File: config.mk
export PLATFORM = sky130hd
export DESIGN_NAME = seg_count_rx
export DESIGN_NICKNAME = d
export VERILOG_FILES = /design/src/rtl/seg_count_rx.sv
export SDC_FILE = /design/constraint.sdc
export NUM_CORES = 1
export LEC_CHECK = 0
export BUFFER_PORTS_ARGS = -buffer_cell sky130_fd_sc_hd__buf_2
export CORE_MARGIN = 4
export CORE_UTILIZATION = 51
export DETAILED_ROUTE_END_ITERATION = 8
export PLACE_DENSITY = 0.72
export SYNTH_ARGS = -nofsm -noshare
export SYNTH_HDL_FRONTEND = slang
export SYNTH_SLANG_ARGS = --single-unit
File: constraint.sdc
create_clock -name clk -period 2 [get_ports clk]
set_clock_uncertainty 0.2 [all_clocks]
set_input_delay 0.2 -clock clk [delete_from_list [all_inputs] [get_ports clk]]
set_output_delay 0.2 -clock clk [all_outputs]
set_load 0.005 [all_outputs]
File: src/rtl/seg_count_rx.sv
`default_nettype none
// ============================================================================
// Module   : seg_count_rx
// Brief    : Receives an asynchronous 7-segment pattern and debounces it into
//            a stable value. It decodes that value as a 0..3 count and delivers
//            it through a valid/ready handshake. Illegal patterns and
//            overwritten counts are flagged.
// Revision : 1.0 - initial release
// ============================================================================
module seg_count_rx #(
    parameter int unsigned STABLE_CYCLES = 4
) (
    input  logic       clk,
    input  logic       rst_n,
    input  logic [6:0] seg,
    input  logic       clr,
    input  logic       out_ready,
    output logic       out_valid,
    output logic [1:0] count,
    output logic       err,
    output logic       illegal_sticky,
    output logic       overrun_sticky
);

    localparam int unsigned   c_CNT_W   = 8;
    localparam logic [7:0]    c_STABLE  = c_CNT_W'(STABLE_CYCLES);
    localparam logic [7:0]    c_CNT_ONE = 8'd1;

    // Legal segment codes, {a,b,c,d,e,f,g}
    localparam logic [6:0]    c_PAT_0   = 7'b1110001;
    localparam logic [6:0]    c_PAT_1   = 7'b1101101;
    localparam logic [6:0]    c_PAT_2   = 7'b0110000;
    localparam logic [6:0]    c_PAT_3   = 7'b0000001;

    logic [6:0] r_sync1;
    logic [6:0] r_sync2;
    logic [7:0] r_cnt;
    logic       r_qual;
    logic [6:0] r_last;
    logic       r_valid;
    logic [1:0] r_count;
    logic       r_err;
    logic       r_ill;
    logic       r_ovr;

    logic       w_change;
    logic [7:0] w_cnt_next;
    logic       w_qual_next;
    logic       w_legal;
    logic [1:0] w_dec;
    logic       w_event;
    logic       w_load;
    logic       w_bad;
    logic       w_accept;
    logic       w_overrun;

    always_ff @(posedge clk or negedge rst_n) begin
        if (!rst_n) begin
            r_sync1 <= '0;
            r_sync2 <= '0;
        end else begin
            r_sync1 <= seg;
            r_sync2 <= r_sync1;
        end
    end

    // The counter tracks how long r_sync2 has held. Looking one stage ahead
    // (r_sync1) lets the qualify flag line up with the cycle the count
    // first reaches STABLE_CYCLES, so the output lands without an extra cycle.
    assign w_change = (r_sync1 != r_sync2);

    always_comb begin
        w_cnt_next = r_cnt;
        if (w_change) begin
            w_cnt_next = c_CNT_ONE;
        end else if (r_cnt != c_STABLE) begin
            w_cnt_next = r_cnt + c_CNT_ONE;
        end
    end

    assign w_qual_next = (w_cnt_next == c_STABLE) && (w_change || (r_cnt != c_STABLE));

    always_ff @(posedge clk or negedge rst_n) begin
        if (!rst_n) begin
            r_cnt  <= '0;
            r_qual <= 1'b0;
        end else begin
            r_cnt  <= w_cnt_next;
            r_qual <= w_qual_next;
        end
    end

    always_comb begin
        w_legal = 1'b1;
        w_dec   = 2'd0;
        case (r_sync2)
            c_PAT_0: w_dec = 2'd0;
            c_PAT_1: w_dec = 2'd1;
            c_PAT_2: w_dec = 2'd2;
            c_PAT_3: w_dec = 2'd3;
            default: w_legal = 1'b0;
        endcase
    end

    assign w_event   = r_qual && (r_sync2 != r_last);
    assign w_load    = w_event && w_legal;
    assign w_bad     = w_event && !w_legal;
    assign w_accept  = r_valid && out_ready;
    assign w_overrun = w_load && r_valid && !out_ready;

    always_ff @(posedge clk or negedge rst_n) begin
        if (!rst_n) begin
            r_last  <= '0;
            r_valid <= 1'b0;
            r_count <= '0;
        end else begin
            if (w_event) begin
                r_last <= r_sync2;
            end
            // A load in the same cycle as a handshake keeps valid high.
            if (w_load) begin
                r_valid <= 1'b1;
                r_count <= w_dec;
            end else if (w_accept) begin
                r_valid <= 1'b0;
            end
        end
    end

    // A set in the same cycle as clr wins over the clear.
    always_ff @(posedge clk or negedge rst_n) begin
        if (!rst_n) begin
            r_err <= 1'b0;
            r_ill <= 1'b0;
            r_ovr <= 1'b0;
        end else begin
            r_err <= w_bad;
            r_ill <= w_bad | (r_ill & ~clr);
            r_ovr <= w_overrun | (r_ovr & ~clr);
        end
    end

    assign out_valid      = r_valid;
    assign count          = r_count;
    assign err            = r_err;
    assign illegal_sticky = r_ill;
    assign overrun_sticky = r_ovr;

endmodule
`default_nettype wire

-- Word level (Yosys, flattened, before mapping)
Cells that the tools add are included.
- $add $sub $neg: 1
- equal/unequal tests: 8
- mux-type cells: 6
- bitwise operators: 5
- reductions and logical operators: 12
- operators by type and width (kind ; count):
    $mux 8 ; 2
    $eq 7x7->1 const B ; 2
    $ne 7x7->1 ; 2
    $add 8x1->8 const B ; 1
    $eq 8x3->1 const B ; 1
    $ne 8x3->1 const B ; 1
    $eq 7x1->1 const B ; 1
    $eq 7x6->1 const B ; 1
    $logic_and 1x1->1 ; 7
    $pmux 2 s3 ; 1
    $reduce_or 4->1 ; 1
    $mux 1 ; 3
    $and 1x1->1 ; 2
    $logic_not 1->1 ; 2
    $or 1x1->1 ; 2
    $reduce_bool 2->1 ; 1
    $logic_or 1x1->1 ; 1
    $not 1->1 ; 1
- flip-flop bits (word level): 36
- input port bits: 11
- output and inout port bits: 6
- logic and storage cells: 42

-- Longest topological paths before layout
- depth after elaboration: 7
- mapped depth: 5
- mapped depth without buffers: 5

-- Least setup slack after synthesis
No wires, ideal clock.
- path type: reg2reg
- from: register r_sync2[5]
- to: register r_count[1], in the netlist count[1]
- arrival time: 1.906 ns
- data required time: 1.675 ns
- path slack: -0.231 ns
- stages on the path, launching flop included: 6
- period minus slack after synthesis: 2.231 ns
- cell sequence: dfrtp_1 > buf_6 > or4_4 > a2111oi_4 > o221ai_2 > mux2_4
- word-level cells in the longest chain between the ends: 4
- elaborated cells on any way between the ends: 10
- RTL lines (what ; RTL line ; RTL):
    from (decl) ; 36 ; logic [6:0] r_sync2;
    from (signal assigned) ; 63 ; r_sync2 <= r_sync1;
    $eq 7x1->1, or another cell as far along ; 96 ; case (r_sync2)
    $reduce_or 4->1 (no line) ; n/a ;
    $mux 1 ; 96 ;
    $logic_and 1x1->1 ; 106 ; assign w_load = w_event && w_legal;
    to (signal assigned) ; 123 ; r_count <= w_dec;
    to (decl) ; 41 ; logic [1:0] r_count;
Several ways; a longest one is shown, not always the timed one.
A chain may end at the register's enable or synchronous reset.

-- Worst setup path in the final report
Same ends and word-level chain as after synthesis.

==> flow_metrics.py <==
metrics = {
    "die": {
        "die_w_um": 64.1,
        "dieHeight_um": 64.1,
        "io_pins": 17,
        "start_util_pct": 53.1,
        "fp-row-count": 20,
        "design.core.area_mm2": 0.00303,
        "die_area_mm2": 0.00411,
    },
    "synthesis": {
        "syn_area_per_cell_um2": 12.4,
        "synth-seq-cells": 36,
        "synth_seq_area_share_pct": 56.0,
        "yosys_warnings": 0,
        "async_flop_share_pct": 100,
        "synth_flop_cell": "dfrtp_1",
        "syn_inst": 130,
        "synth.distinct_cells": 36,
        "syn-num-nets": 143,
        "synth_edf_count": 0,
        "synth.cell_area_mm2": 0.00161,
    },
    "placement": {
        "io_buffers": 16,
        "gp_congestion": 0.792,
        "dp.cells": 196,
        "dp_hpwl_um": 1890,
    },
    "timing": {
        "worstMarginPinSlew_ns": 0.754,
        "slew_violations": 0,
        "min_period_over_period_pct": 104,
        "fmax_ghz": 0.480,
        "setup_tns_ns": -0.0939,
        "worst_slack_ns": -0.0828,
        "slew_headroom_pct": 49.7,
        "rsz0062_at_grt": "yes",
        "fin_crit_ns": 2.08,
        "hold_violations": 0,
        "setup_viol": 2,
    },
    "worst_setup_path": {
        "rrSetupSlack_ns": -0.08,
        "critPathLaunchType": "register",
        "reg2reg_depth": 4,
        "cp_slowest_cell": "or4_4",
        "cp_cell_sequence": "or4_4 -> a2111oi_4 -> o221ai_2 -> mux2_4",
        "slowest_delay_ns": 0.55,
        "crit_type": "register to register",
        "cp.required_ns": 2.03,
        "worstSetupEndpoint": "count[1]",
        "rr_endpoint": "count[1]",
        "arrival_ns": 2.12,
        "critPathLaunch": "r_sync2[5]",
        "crit_path_end_kind": "register",
        "critPathMaxFanout": 3,
        "r2r_start": "r_sync2[5]",
    },
    "grt": {
        "grt_pass1_vias": 1050,
        "antenna_found_initial": 0,
        "grt-ovfl-total": 0,
        "grt_start_max_net_pins": 37,
        "grt.total_usage_pct": 15.3,
        "grt_pass1_wl_um": 4770,
    },
    "drt": {
        "vias": 1074,
        "drc": 0,
        "firstDrtPassIters": 4,
        "wl_per_cell_um": 12.5,
        "wl_um": 2680,
        "vias_per_cell": 5.00,
        "drtIter0Drc": 67,
        "ant_nets": 0,
    },
    "hold_path": {
        "hp-start": "r_sync1[2]",
        "hold_path.class": "register to register",
    },
    "power_and_ir_drop": {
        "p_per_area_mw_per_mm2": 673,
        "ir_worst_vdd_mv": 0.573,
        "p_leak_uw": 0.000908,
    },
    "clock_tree": {
        "numCtsBuffers": 5,
        "cts_tree": "built",
        "path_clk_slew_ns": 0.11,
        "numClockSinks": 36,
        "htree_levels": 2,
        "ctsRootBufferMaster": "clkbuf_4",
        "clk_latency_ns": 0.33,
        "clock_path_buffers": 2,
    },
    "final_layout": {
        "n_antenna_cell": 0,
        "nNetsFinal": 183,
        "fin_cells": 215,
        "final_common_cell": "dfrtp_1",
        "drive_above_1_share_pct": 33.9,
        "areaGrowthSynthToFinish_pct": 25.3,
        "layout_common_cells": "dfrtp_1, buf_2, buf_4",
    },
    "outcome": {
        "violations": "setup timing",
        "status": "finished, violations left",
    },
    "flow_run": {
        "max-cap-violations": 0,
    },
}
[kinds of logic after synthesis]
logic type               synth area share (%)
AO/OA/AOI/OAI                            6.77
adder cells (fa/ha/maj)                  1.56
XOR/XNOR                                 12.0
buffers and inverters                    3.97
AND/OR/NAND/NOR                          13.9
multiplexers                             5.84
flip-flops                               56.0
[synthesized netlist by cell type, drive strengths merged, types with 3 or more instances]
cell type / number / area, um2
and3: 4 / 25.0
buf: 4 / 33.8
dfrtp: 36 / 901
inv: 6 / 22.5
mux2: 8 / 93.8
nand2: 4 / 15.0
nand3: 6 / 30.0
nor2: 5 / 18.8
nor3: 3 / 15.0
or3: 3 / 18.8
xnor2: 11 / 96.3
xor2: 11 / 96.3
[layout make-up]
| type | instances | area (um2) |
|---|---|---|
| fill | 232 | 1010 |
| multi-input combinational | 82 | 677 |
| sequential | 36 | 902 |
| timing repair buffer | 39 | 278 |
| clock buffer | 5 | 37.5 |
| tap | 44 | 55.1 |
| clock inverter | 3 | 42.5 |
| inverter | 6 | 22.5 |
[worst min-delay path by stage]
| stage | end | slack (ns) | cells after the start |
|---|---|---|---|
| after CTS | r_sync2[6] | 0.21 | 0 |
| after global routing | r_sync2[1] | 0.22 | 0 |
| after global placement | r_last[5] | 0.10 | 1 |
| after floorplan | count[0] | -0.30 | 0 |
| after detailed placement | r_sync1[6] | 0.11 | 1 |
| final | r_sync2[2] | 0.20 | 0 |
[what timing repair did]
action	CTS	global route
gates resized for setup	2	6
hold buffers	10	0
setup endpoints to repair	3	11
hold endpoints to repair	46	0
pin swaps	0	2
buffers inserted	2	0
[through the flow]
step	utilization [%]	hold WS [ns]	setup slack (ns)	instance area, um2	total power, uW
final	66.5	0.205	-0.0828	2010	1360
after global placement	59.2	0.102	-0.0501	1790	845
after global routing	66.5	0.220	-0.200	2010	1430
after CTS	65.9	0.209	-0.0880	2000	1370
after floorplan	-	-0.296	-0.158	1610	808
after detailed placement	59.2	0.109	-0.0745	1790	848
[report_power, final]
| group | switching, uW | internal, uW |
|---|---|---|
| Clock | 243 | 261 |
| Sequential | 11.1 | 742 |
| Combinational | 48.2 | 50.4 |
| Total | 302 | 1050 |
[worst max-delay path: cells and delay by family, from the launching register on]
| family | cells | cell delay, ns |
|---|---|---|
| AOI/OAI and AO/OA | 2 | 0.53 |
| DFF | 1 | 0.39 |
| muxes | 1 | 0.32 |
| and+or+nand+nor | 1 | 0.55 |
[flip-flops by register name, summed over array words and instances (netlist names)]
register / count
err: 1
illegal_sticky: 1
r_sync2: 7
overrun_sticky: 1
count: 2
r_sync1: 7
r_cnt: 8
r_qual: 1
out_valid: 1
r_last: 7
[layer usage]
metal,vias up,share of wire (%),global-route usage (%),routed length (um)
met5,-,0,0,0
met4,0,1.6,6.33,44
met3,5,4.0,4.22,108
met2,20,49,24.9,1310
met1,521,45,19.2,1210
li1,528,-,-,-
Note: power is estimated with default switching activity, not from simulation.
